**config.mk**
```make
export PLATFORM = sky130hd
export DESIGN_NAME = mc_control_fsm_flat
export DESIGN_NICKNAME = d
export VERILOG_FILES = /design/src/rtl/mc_ctrl_pkg.sv /design/src/rtl/mc_control_fsm_if.sv /design/src/rtl/mc_stall_counter.sv /design/src/rtl/mc_control_fsm.sv /design/src/flat_wrapper.sv
export SDC_FILE = /design/constraint.sdc
export NUM_CORES = 1
export LEC_CHECK = 0
export ABC_CLOCK_PERIOD_IN_PS = 2250
export BUFFER_PORTS_ARGS = -buffer_cell sky130_fd_sc_hd__buf_2
export CORE_ASPECT_RATIO = 0.7
export CORE_UTILIZATION = 48
export CTS_CLUSTER_SIZE = 28
export DETAILED_ROUTE_END_ITERATION = 12
export PLACE_DENSITY_LB_ADDON = 0.25
export RECOVER_POWER = 100
export SLEW_MARGIN = 5
export SYNTH_ARGS = -nofsm -noshare
export SYNTH_HDL_FRONTEND = slang
export SYNTH_SLANG_ARGS = --single-unit
export TNS_END_PERCENT = 30
```
**constraint.sdc**
```tcl
create_clock -name clk -period 2.25 [get_ports clk]
set_input_delay 0 -clock clk [delete_from_list [all_inputs] [get_ports clk]]
set_output_delay 0 -clock clk [all_outputs]
set_load 0.02 [all_outputs]
```
**src/rtl/mc_ctrl_pkg.sv**
```systemverilog
// Shared types and constants for the multi-cycle main control unit:
// state encoding, opcodes, aluop codes and the per-state control word.
package mc_ctrl_pkg;

    typedef enum logic [3:0] {
        S_START   = 4'd0,
        S_FETCH   = 4'd1,
        S_DECODE  = 4'd2,
        S_MEMADR  = 4'd3,
        S_MEMRD   = 4'd4,
        S_MEMWB   = 4'd5,
        S_MEMWR   = 4'd6,
        S_EXEC    = 4'd7,
        S_RWB     = 4'd8,
        S_BRANCH  = 4'd9,
        S_JUMP    = 4'd10,
        S_ADDI_EX = 4'd11,
        S_ADDI_WB = 4'd12
    } state_e;

    localparam logic [5:0] OP_R    = 6'h00;
    localparam logic [5:0] OP_LW   = 6'h23;
    localparam logic [5:0] OP_SW   = 6'h2B;
    localparam logic [5:0] OP_BEQ  = 6'h04;
    localparam logic [5:0] OP_J    = 6'h02;
    localparam logic [5:0] OP_ADDI = 6'h08;

    localparam logic [1:0] ALUOP_ADD   = 2'd0;
    localparam logic [1:0] ALUOP_SUB   = 2'd1;
    localparam logic [1:0] ALUOP_FUNCT = 2'd2;
    localparam logic [1:0] ALUOP_ADDI  = 2'd3;

    localparam logic [3:0] FUNCT_MULADDMOD = 4'h8;

    typedef struct packed {
        logic [1:0] aluop;
        logic       alusrca;
        logic [1:0] alusrcb;
        logic       pcwrite;
        logic       pcwritecond;
        logic       iord;
        logic       memread;
        logic       memwrite;
        logic       memtoreg;
        logic       irwrite;
        logic       regdst;
        logic       regwrite;
        logic [1:0] pcsource;
        logic       retire;
    } ctrl_t;

    // Control word that must be visible while the FSM sits in state s.
    function automatic ctrl_t ctrl_for_state(input state_e s);
        ctrl_t c;
        c = '0;
        case (s)
            S_FETCH: begin
                c.memread = 1'b1; c.irwrite = 1'b1; c.pcwrite = 1'b1;
                c.alusrcb = 2'd1; c.aluop = ALUOP_ADD;
            end
            S_DECODE:  begin c.alusrcb = 2'd3; c.aluop = ALUOP_ADD; end
            S_MEMADR:  begin c.alusrca = 1'b1; c.alusrcb = 2'd2; c.aluop = ALUOP_ADD; end
            S_MEMRD:   begin c.memread = 1'b1; c.iord = 1'b1; end
            S_MEMWB:   begin c.regwrite = 1'b1; c.memtoreg = 1'b1; c.retire = 1'b1; end
            S_MEMWR:   begin c.memwrite = 1'b1; c.iord = 1'b1; c.retire = 1'b1; end
            S_EXEC:    begin c.alusrca = 1'b1; c.alusrcb = 2'd0; c.aluop = ALUOP_FUNCT; end
            S_RWB:     begin c.regwrite = 1'b1; c.regdst = 1'b1; c.retire = 1'b1; end
            S_BRANCH: begin
                c.alusrca = 1'b1; c.aluop = ALUOP_SUB; c.pcwritecond = 1'b1;
                c.pcsource = 2'd1; c.retire = 1'b1;
            end
            S_JUMP:    begin c.pcwrite = 1'b1; c.pcsource = 2'd2; c.retire = 1'b1; end
            S_ADDI_EX: begin c.alusrca = 1'b1; c.alusrcb = 2'd2; c.aluop = ALUOP_ADDI; end
            S_ADDI_WB: begin c.regwrite = 1'b1; c.retire = 1'b1; end
            default:   c = '0;
        endcase
        return c;
    endfunction

endpackage

```
**src/rtl/mc_control_fsm_if.sv**
```systemverilog
// Instruction-field inputs and datapath-control outputs of the main control unit.
// master = control FSM, slave = datapath.
interface mc_control_fsm_if;
    logic [5:0] opcode;
    logic [5:0] funct;
    logic [1:0] aluop;
    logic       alusrca;
    logic [1:0] alusrcb;
    logic       pcwrite;
    logic       pcwritecond;
    logic       iord;
    logic       memread;
    logic       memwrite;
    logic       memtoreg;
    logic       irwrite;
    logic       regdst;
    logic       regwrite;
    logic [1:0] pcsource;
    logic       retire;
    logic       illegal_op;
    logic [3:0] state;

    modport master (
        input  opcode, funct,
        output aluop, alusrca, alusrcb, pcwrite, pcwritecond, iord, memread,
               memwrite, memtoreg, irwrite, regdst, regwrite, pcsource,
               retire, illegal_op, state
    );

    modport slave (
        output opcode, funct,
        input  aluop, alusrca, alusrcb, pcwrite, pcwritecond, iord, memread,
               memwrite, memtoreg, irwrite, regdst, regwrite, pcsource,
               retire, illegal_op, state
    );
endinterface

```
**src/rtl/mc_stall_counter.sv**
```systemverilog
// Saturating 4-bit EXEC-cycle counter; o_done once the count reaches LAST.
module mc_stall_counter #(
    parameter logic [3:0] LAST = 4'd2
) (
    input  logic clk,
    input  logic rst_n,
    input  logic i_clear,
    input  logic i_en,
    output logic o_done
);
    logic [3:0] r_count;

    always_ff @(posedge clk or negedge rst_n) begin
        if (!rst_n) begin
            r_count <= 4'd0;
        end else if (i_clear) begin
            r_count <= 4'd0;
        end else if (i_en && (r_count != 4'hF)) begin
            r_count <= r_count + 4'd1;
        end
    end

    assign o_done = (r_count >= LAST);
endmodule

```
**src/rtl/mc_control_fsm.sv**
```systemverilog
// Multi-cycle main control FSM with registered outputs decoded from next state.
// Build option MC_CTRL_MULADD_STALL_EN holds EXEC for MULADD_CYCLES on muladdmod.
module mc_control_fsm
    import mc_ctrl_pkg::*;
#(
    parameter int MULADD_CYCLES = 3
) (
    input logic               clk,
    input logic               rst_n,
    mc_control_fsm_if.master  bus
);
    if ((MULADD_CYCLES < 2) || (MULADD_CYCLES > 15)) begin : g_bad_muladd_cycles
        $error("MULADD_CYCLES must be in 2..15");
    end

    state_e r_state;
    state_e w_next;
    ctrl_t  r_ctrl;
    logic   r_illegal;
    logic   w_illegal;
    logic   w_exec_done;

`ifdef MC_CTRL_MULADD_STALL_EN
    logic w_is_muladd;
    logic w_cnt_clear;
    logic w_cnt_en;
    logic w_cnt_done;

    assign w_is_muladd = (bus.funct[3:0] == FUNCT_MULADDMOD);
    assign w_cnt_clear = (w_next == S_EXEC) && (r_state != S_EXEC);
    assign w_cnt_en    = (r_state == S_EXEC);

    mc_stall_counter #(
        .LAST (4'(MULADD_CYCLES - 1))
    ) u_stall (
        .clk     (clk),
        .rst_n   (rst_n),
        .i_clear (w_cnt_clear),
        .i_en    (w_cnt_en),
        .o_done  (w_cnt_done)
    );

    assign w_exec_done = !w_is_muladd || w_cnt_done;
`else
    assign w_exec_done = 1'b1;
`endif

    // NOTE: state and output registers use non-blocking assignments so every
    // flop samples pre-edge values; blocking here would create ordering races.
    always_ff @(posedge clk or negedge rst_n) begin
        if (!rst_n) begin
            r_state   <= S_START;
            r_ctrl    <= '0;
            r_illegal <= 1'b0;
        end else begin
            r_state   <= w_next;
            r_ctrl    <= ctrl_for_state(w_next);
            r_illegal <= w_illegal;
        end
    end

    // NOTE: defaults first so no path through the case leaves a signal unassigned,
    // which would otherwise infer a latch.
    always_comb begin
        w_next    = r_state;
        w_illegal = 1'b0;
        case (r_state)
            S_START:  w_next = S_FETCH;
            S_FETCH:  w_next = S_DECODE;
            S_DECODE: begin
                case (bus.opcode)
                    OP_R:         w_next = S_EXEC;
                    OP_LW, OP_SW: w_next = S_MEMADR;
                    OP_BEQ:       w_next = S_BRANCH;
                    OP_J:         w_next = S_JUMP;
                    OP_ADDI:      w_next = S_ADDI_EX;
                    default: begin
                        w_next    = S_FETCH;
                        w_illegal = 1'b1;
                    end
                endcase
            end
            S_MEMADR:  w_next = (bus.opcode == OP_SW) ? S_MEMWR : S_MEMRD;
            S_MEMRD:   w_next = S_MEMWB;
            S_EXEC:    w_next = w_exec_done ? S_RWB : S_EXEC;
            S_ADDI_EX: w_next = S_ADDI_WB;
            S_MEMWB, S_MEMWR, S_RWB, S_BRANCH, S_JUMP, S_ADDI_WB: w_next = S_FETCH;
            default:   w_next = S_START;
        endcase
    end

    assign bus.aluop       = r_ctrl.aluop;
    assign bus.alusrca     = r_ctrl.alusrca;
    assign bus.alusrcb     = r_ctrl.alusrcb;
    assign bus.pcwrite     = r_ctrl.pcwrite;
    assign bus.pcwritecond = r_ctrl.pcwritecond;
    assign bus.iord        = r_ctrl.iord;
    assign bus.memread     = r_ctrl.memread;
    assign bus.memwrite    = r_ctrl.memwrite;
    assign bus.memtoreg    = r_ctrl.memtoreg;
    assign bus.irwrite     = r_ctrl.irwrite;
    assign bus.regdst      = r_ctrl.regdst;
    assign bus.regwrite    = r_ctrl.regwrite;
    assign bus.pcsource    = r_ctrl.pcsource;
    assign bus.retire      = r_ctrl.retire;
    assign bus.illegal_op  = r_illegal;
    assign bus.state       = r_state;
endmodule

```
**src/flat_wrapper.sv**
```systemverilog
// flat-port wrapper written by rule: the top's interface ports become plain ports
module mc_control_fsm_flat import mc_ctrl_pkg::*;
#(
    parameter int MULADD_CYCLES = 3
)
  (clk, rst_n, bus_opcode, bus_funct, bus_aluop, bus_alusrca, bus_alusrcb, bus_pcwrite, bus_pcwritecond, bus_iord, bus_memread, bus_memwrite, bus_memtoreg, bus_irwrite, bus_regdst, bus_regwrite, bus_pcsource, bus_retire, bus_illegal_op, bus_state);
  mc_control_fsm_if bus_i ();
  input logic clk;
  input logic rst_n;
  input wire logic [$bits(bus_i.opcode)-1:0] bus_opcode;
  input wire logic [$bits(bus_i.funct)-1:0] bus_funct;
  output wire logic [$bits(bus_i.aluop)-1:0] bus_aluop;
  output wire logic [$bits(bus_i.alusrca)-1:0] bus_alusrca;
  output wire logic [$bits(bus_i.alusrcb)-1:0] bus_alusrcb;
  output wire logic [$bits(bus_i.pcwrite)-1:0] bus_pcwrite;
  output wire logic [$bits(bus_i.pcwritecond)-1:0] bus_pcwritecond;
  output wire logic [$bits(bus_i.iord)-1:0] bus_iord;
  output wire logic [$bits(bus_i.memread)-1:0] bus_memread;
  output wire logic [$bits(bus_i.memwrite)-1:0] bus_memwrite;
  output wire logic [$bits(bus_i.memtoreg)-1:0] bus_memtoreg;
  output wire logic [$bits(bus_i.irwrite)-1:0] bus_irwrite;
  output wire logic [$bits(bus_i.regdst)-1:0] bus_regdst;
  output wire logic [$bits(bus_i.regwrite)-1:0] bus_regwrite;
  output wire logic [$bits(bus_i.pcsource)-1:0] bus_pcsource;
  output wire logic [$bits(bus_i.retire)-1:0] bus_retire;
  output wire logic [$bits(bus_i.illegal_op)-1:0] bus_illegal_op;
  output wire logic [$bits(bus_i.state)-1:0] bus_state;
  assign bus_i.opcode = bus_opcode;
  assign bus_i.funct = bus_funct;
  assign bus_aluop = bus_i.aluop;
  assign bus_alusrca = bus_i.alusrca;
  assign bus_alusrcb = bus_i.alusrcb;
  assign bus_pcwrite = bus_i.pcwrite;
  assign bus_pcwritecond = bus_i.pcwritecond;
  assign bus_iord = bus_i.iord;
  assign bus_memread = bus_i.memread;
  assign bus_memwrite = bus_i.memwrite;
  assign bus_memtoreg = bus_i.memtoreg;
  assign bus_irwrite = bus_i.irwrite;
  assign bus_regdst = bus_i.regdst;
  assign bus_regwrite = bus_i.regwrite;
  assign bus_pcsource = bus_i.pcsource;
  assign bus_retire = bus_i.retire;
  assign bus_illegal_op = bus_i.illegal_op;
  assign bus_state = bus_i.state;
  mc_control_fsm #(.MULADD_CYCLES(MULADD_CYCLES)) u_core (.clk(clk), .rst_n(rst_n), .bus(bus_i));
endmodule
```
==> summary.txt <==
OUTCOME
-----------------------------------------------------------------------------
Result of the run                                                complete, but fails checks
Violations in the final reports                                  design-rule violations

LAYOUT
-----------------------------------------------------------------------------
Number of flip-flops in the largest register                                4
Final layout net count                                                    141
Filler Cell Count                                                         178
Final instance count without filler cells                                 148
Fraction of final layout cells sized beyond drive strength 1            18.3%
Ant diodes                                                                  0
Combined area of the multi-input logic cells                         437 um^2
Sequential cell area                                                 526 um^2
Layout Area Growth over Synthesis                                       15.8%

SYNTH
-----------------------------------------------------------------------------
Flip-flop cell with the highest count after synthesis                 dfrtp_1
#FFs+latches synth                                                         21
Number of nets in the synthesized netlist                                 108
Post-Synthesis Cell Area                                            1010 um^2
Most frequently used cell type in the post-synthesis netlist          dfrtp_1
Distinct cell type count of the synthesized netlist                        40
Syn Inst Count                                                             94
Area share of the largest cell type after synthesis                     52.0%
Syn. warnings                                                               0
Per-instance average area after synthesis                           10.8 um^2
Post-synth ARST share                                                    100%
Synth top area cells                                             dfrtp_1, a21oi_1, nor2_1
Commonest cells in the netlist                                   dfrtp_1, nor2_1, a21oi_1
Cell accounting for the most synthesized area                         dfrtp_1
Number of synthesized flops with an enable pin                              0
Portion of the post-synthesis area used by sequential elements          52.0%

CLOCKING
-----------------------------------------------------------------------------
Num CTS Buffers                                                             3
TritonCTS clock tree                                                      yes
Post-CTS Setup Bufs                                                         0
Number of buffers on the longest clock path                                 2
Gates resized, CTS repair                                                   0
Cell at the root of the clock tree                                   clkbuf_4
Worst-skew pair later-pin latency                                      310 ps
Sinks on Clock Net                                                         21
CTS hold repair buffers                                                     1
CTS HTree Levels                                                            1
Clk slew on worst S/H paths                                            120 ps

CRITICAL PATH
-----------------------------------------------------------------------------
Crit path kind                                                     reg -> reg
Critical path peak fanout                                                   9
Start of the worst register-to-register path                     u_core.bus.state[3]
Worst path max stage delay                                             510 ps
Data required time at the worst endpoint                              2470 ps
Levels on crit path                                                         5
Sum of buffers and inverters on the critical path                           0
Slowest cell on crit path                                             dfrtp_1
Family with the most delay on the worst path                     compound AO/OA/AOI/OAI gates
R2R setup slack                                                        270 ps
CP Data Arrival Time                                                  2200 ps
RR Endpoint                                                      u_core.bus.retire
Startpoint kind of the worst setup timing path                      flip-flop
Cell-by-cell listing of the critical path                        or2_2 > nor3_1 > a32o_1 > o211ai_1 > o221ai_1
Critical path capture point type                                    flip-flop
Reg2Reg Depth                                                               5
Crit path launch                                                 u_core.bus.state[3]

POWER
-----------------------------------------------------------------------------
Static Leakage                                                    0.000535 uW
Max IR drop VDD                                                      0.671 mV
Power per cell area                                              1420 nW/um^2

DIE
-----------------------------------------------------------------------------
Die span in y                                                         40.4 um
Core Box Area                                                       1920 um^2
Std cell rows                                                              13
Horizontal die dimension                                              56.9 um
Count of pins on the block boundary                                        36
Die Area                                                            2300 um^2
Initial standard-cell utilization of the core                           52.7%

ROUTE
-----------------------------------------------------------------------------
Post-detailed-routing wire length                                     2180 um
Post-route DRC violation count                                              4
Antenna viol nets, final                                                    0
1st-pass router iterations                                                  8
Vias per cell                                                            5.66
Number of DRC violations after detailed-routing iteration 0                36
Drt wl/cell                                                           14.7 um
Via total after detailed routing                                          837

TIMING
-----------------------------------------------------------------------------
Final Slew Violations                                                       0
Min Hold Slack                                                        21.3 ps
Maximum frequency from static timing analysis                         504 MHz
Time the worst path needs with I/O delays and setup                   1980 ps
Final setup viols                                                           0
Max-slew headroom at the worst pin                                      27.7%
Setup slack after layout                                               266 ps
Layout Skew                                                           9.86 ps
Worst-margin pin slew                                                 1080 ps
TNS Setup                                                                0 ps
Final clock period utilization by the worst path                        88.2%
Number of hold-slack violations in the final timing report                  0
Setup repair after global routing missed its margin                     false

JOB
-----------------------------------------------------------------------------
Max-cap violations                                                          0

WORST HOLD PATH
-----------------------------------------------------------------------------
Hold crit path type                                                 in -> reg
Startpoint of the tightest hold check path                       bus_opcode[4]
Worst-case hold path end point                                   u_core.bus.alusrca
Number of cells traversed by the worst hold path                            4

PLACEMENT
-----------------------------------------------------------------------------
Worst slack after detailed placement                                   400 ps
HPWL reported at the end of detailed placement                        1600 um
Gpl congestion                                                          0.874
Number of buffers added on ports                                           29
Placed Cells                                                              143

GRT
-----------------------------------------------------------------------------
Vias in the first global route                                            710
Wire length of the first global-routing pass                          3490 um
Maximum number of pins on one net before global-route repair               22
Antenna violations before repair                                            0
GRT Util Overall                                                        21.5%
Aggregate global routing overflow                                           0

[final cells by class]
type | count | area share (%)
Sequential cell | 21 | 44.9
Multi-Input combinational cell | 65 | 37.3
Clock buffer | 3 | 1.92
Timing Repair Buffer | 32 | 11.9
Inverter | 4 | 1.28
Tap cell | 22 | 2.35
Clock inverter | 1 | 0.427
[layer usage]
metal | share of wire, % | wire, um | vias to the layer above | track usage (%)
li1 | - | - | 398 | -
met1 | 49 | 1060 | 402 | 29.6
met2 | 45 | 970 | 33 | 33.9
met3 | 5.6 | 122 | 4 | 6.13
met4 | 1.1 | 25 | 0 | 5.49
met5 | 0 | 0 | - | 0
[worst max path at each step]
stage                             to  slack, ps
2_1_floorplan  u_core.bus.alusrcb[1]        520
3_3_place_gp       u_core.bus.retire        450
3_5_place_dp       u_core.bus.retire        400
4_1_cts            u_core.bus.retire        370
5_1_grt            u_core.bus.retire        120
6_report           u_core.bus.retire        270
[power by group]
group / total (uW) / internal (uW) / switching, uW
sequential: 552 / 494 / 58.3
combinational: 922 / 314 / 608
clock: 187 / 66.4 / 120
[kinds of logic after synthesis]
kind of cell	Yosys count	synth area share (%)
AOI/OAI and AO/OA	22	17.1
xor gates and xnor gates	2	2.48
buffers and inverters	8	4.21
DFF	21	52.0
muxes	1	1.11
and+or+nand+nor	40	23.1
[tightest hold or removal path: stages]
cell and delay, ps:
buf_2 120, nor3_1 80, nand2_1 60, a21oi_1 40
[layout by cell type, fill, tap and decap left out, drive strengths merged]
cell type and count:
a211o 1, a211oi 1, a21o 1, a21oi 8
a2bb2oi 1, a311oi 1, a31oi 1, a32o 1
and2 2, and3 1, buf 8, clkbuf 26
clkinv 1, dfrtp 21, dlygate4sd3 1, inv 4
mux2 1, nand2 7, nand2b 5, nand3 2
nand4 1, nor2 9, nor3 9, nor3b 1
nor4 1, o2111ai 1, o211ai 1, o21ai 1
o21bai 1, o221ai 2, o22ai 1, or2 1
or2b 1, xnor2 1, xor2 1
[per-stage QoR]
stage	area (um^2)	util, %	power, uW
after global routing	1170	61.0	1770
final	1170	61.0	1660
after CTS	1210	63.0	1700
after detailed placement	1170	61.0	1510
after global placement	1170	61.0	1480
after floorplan	1010	-	1260
Note: power is estimated with default switching activity, not from simulation.
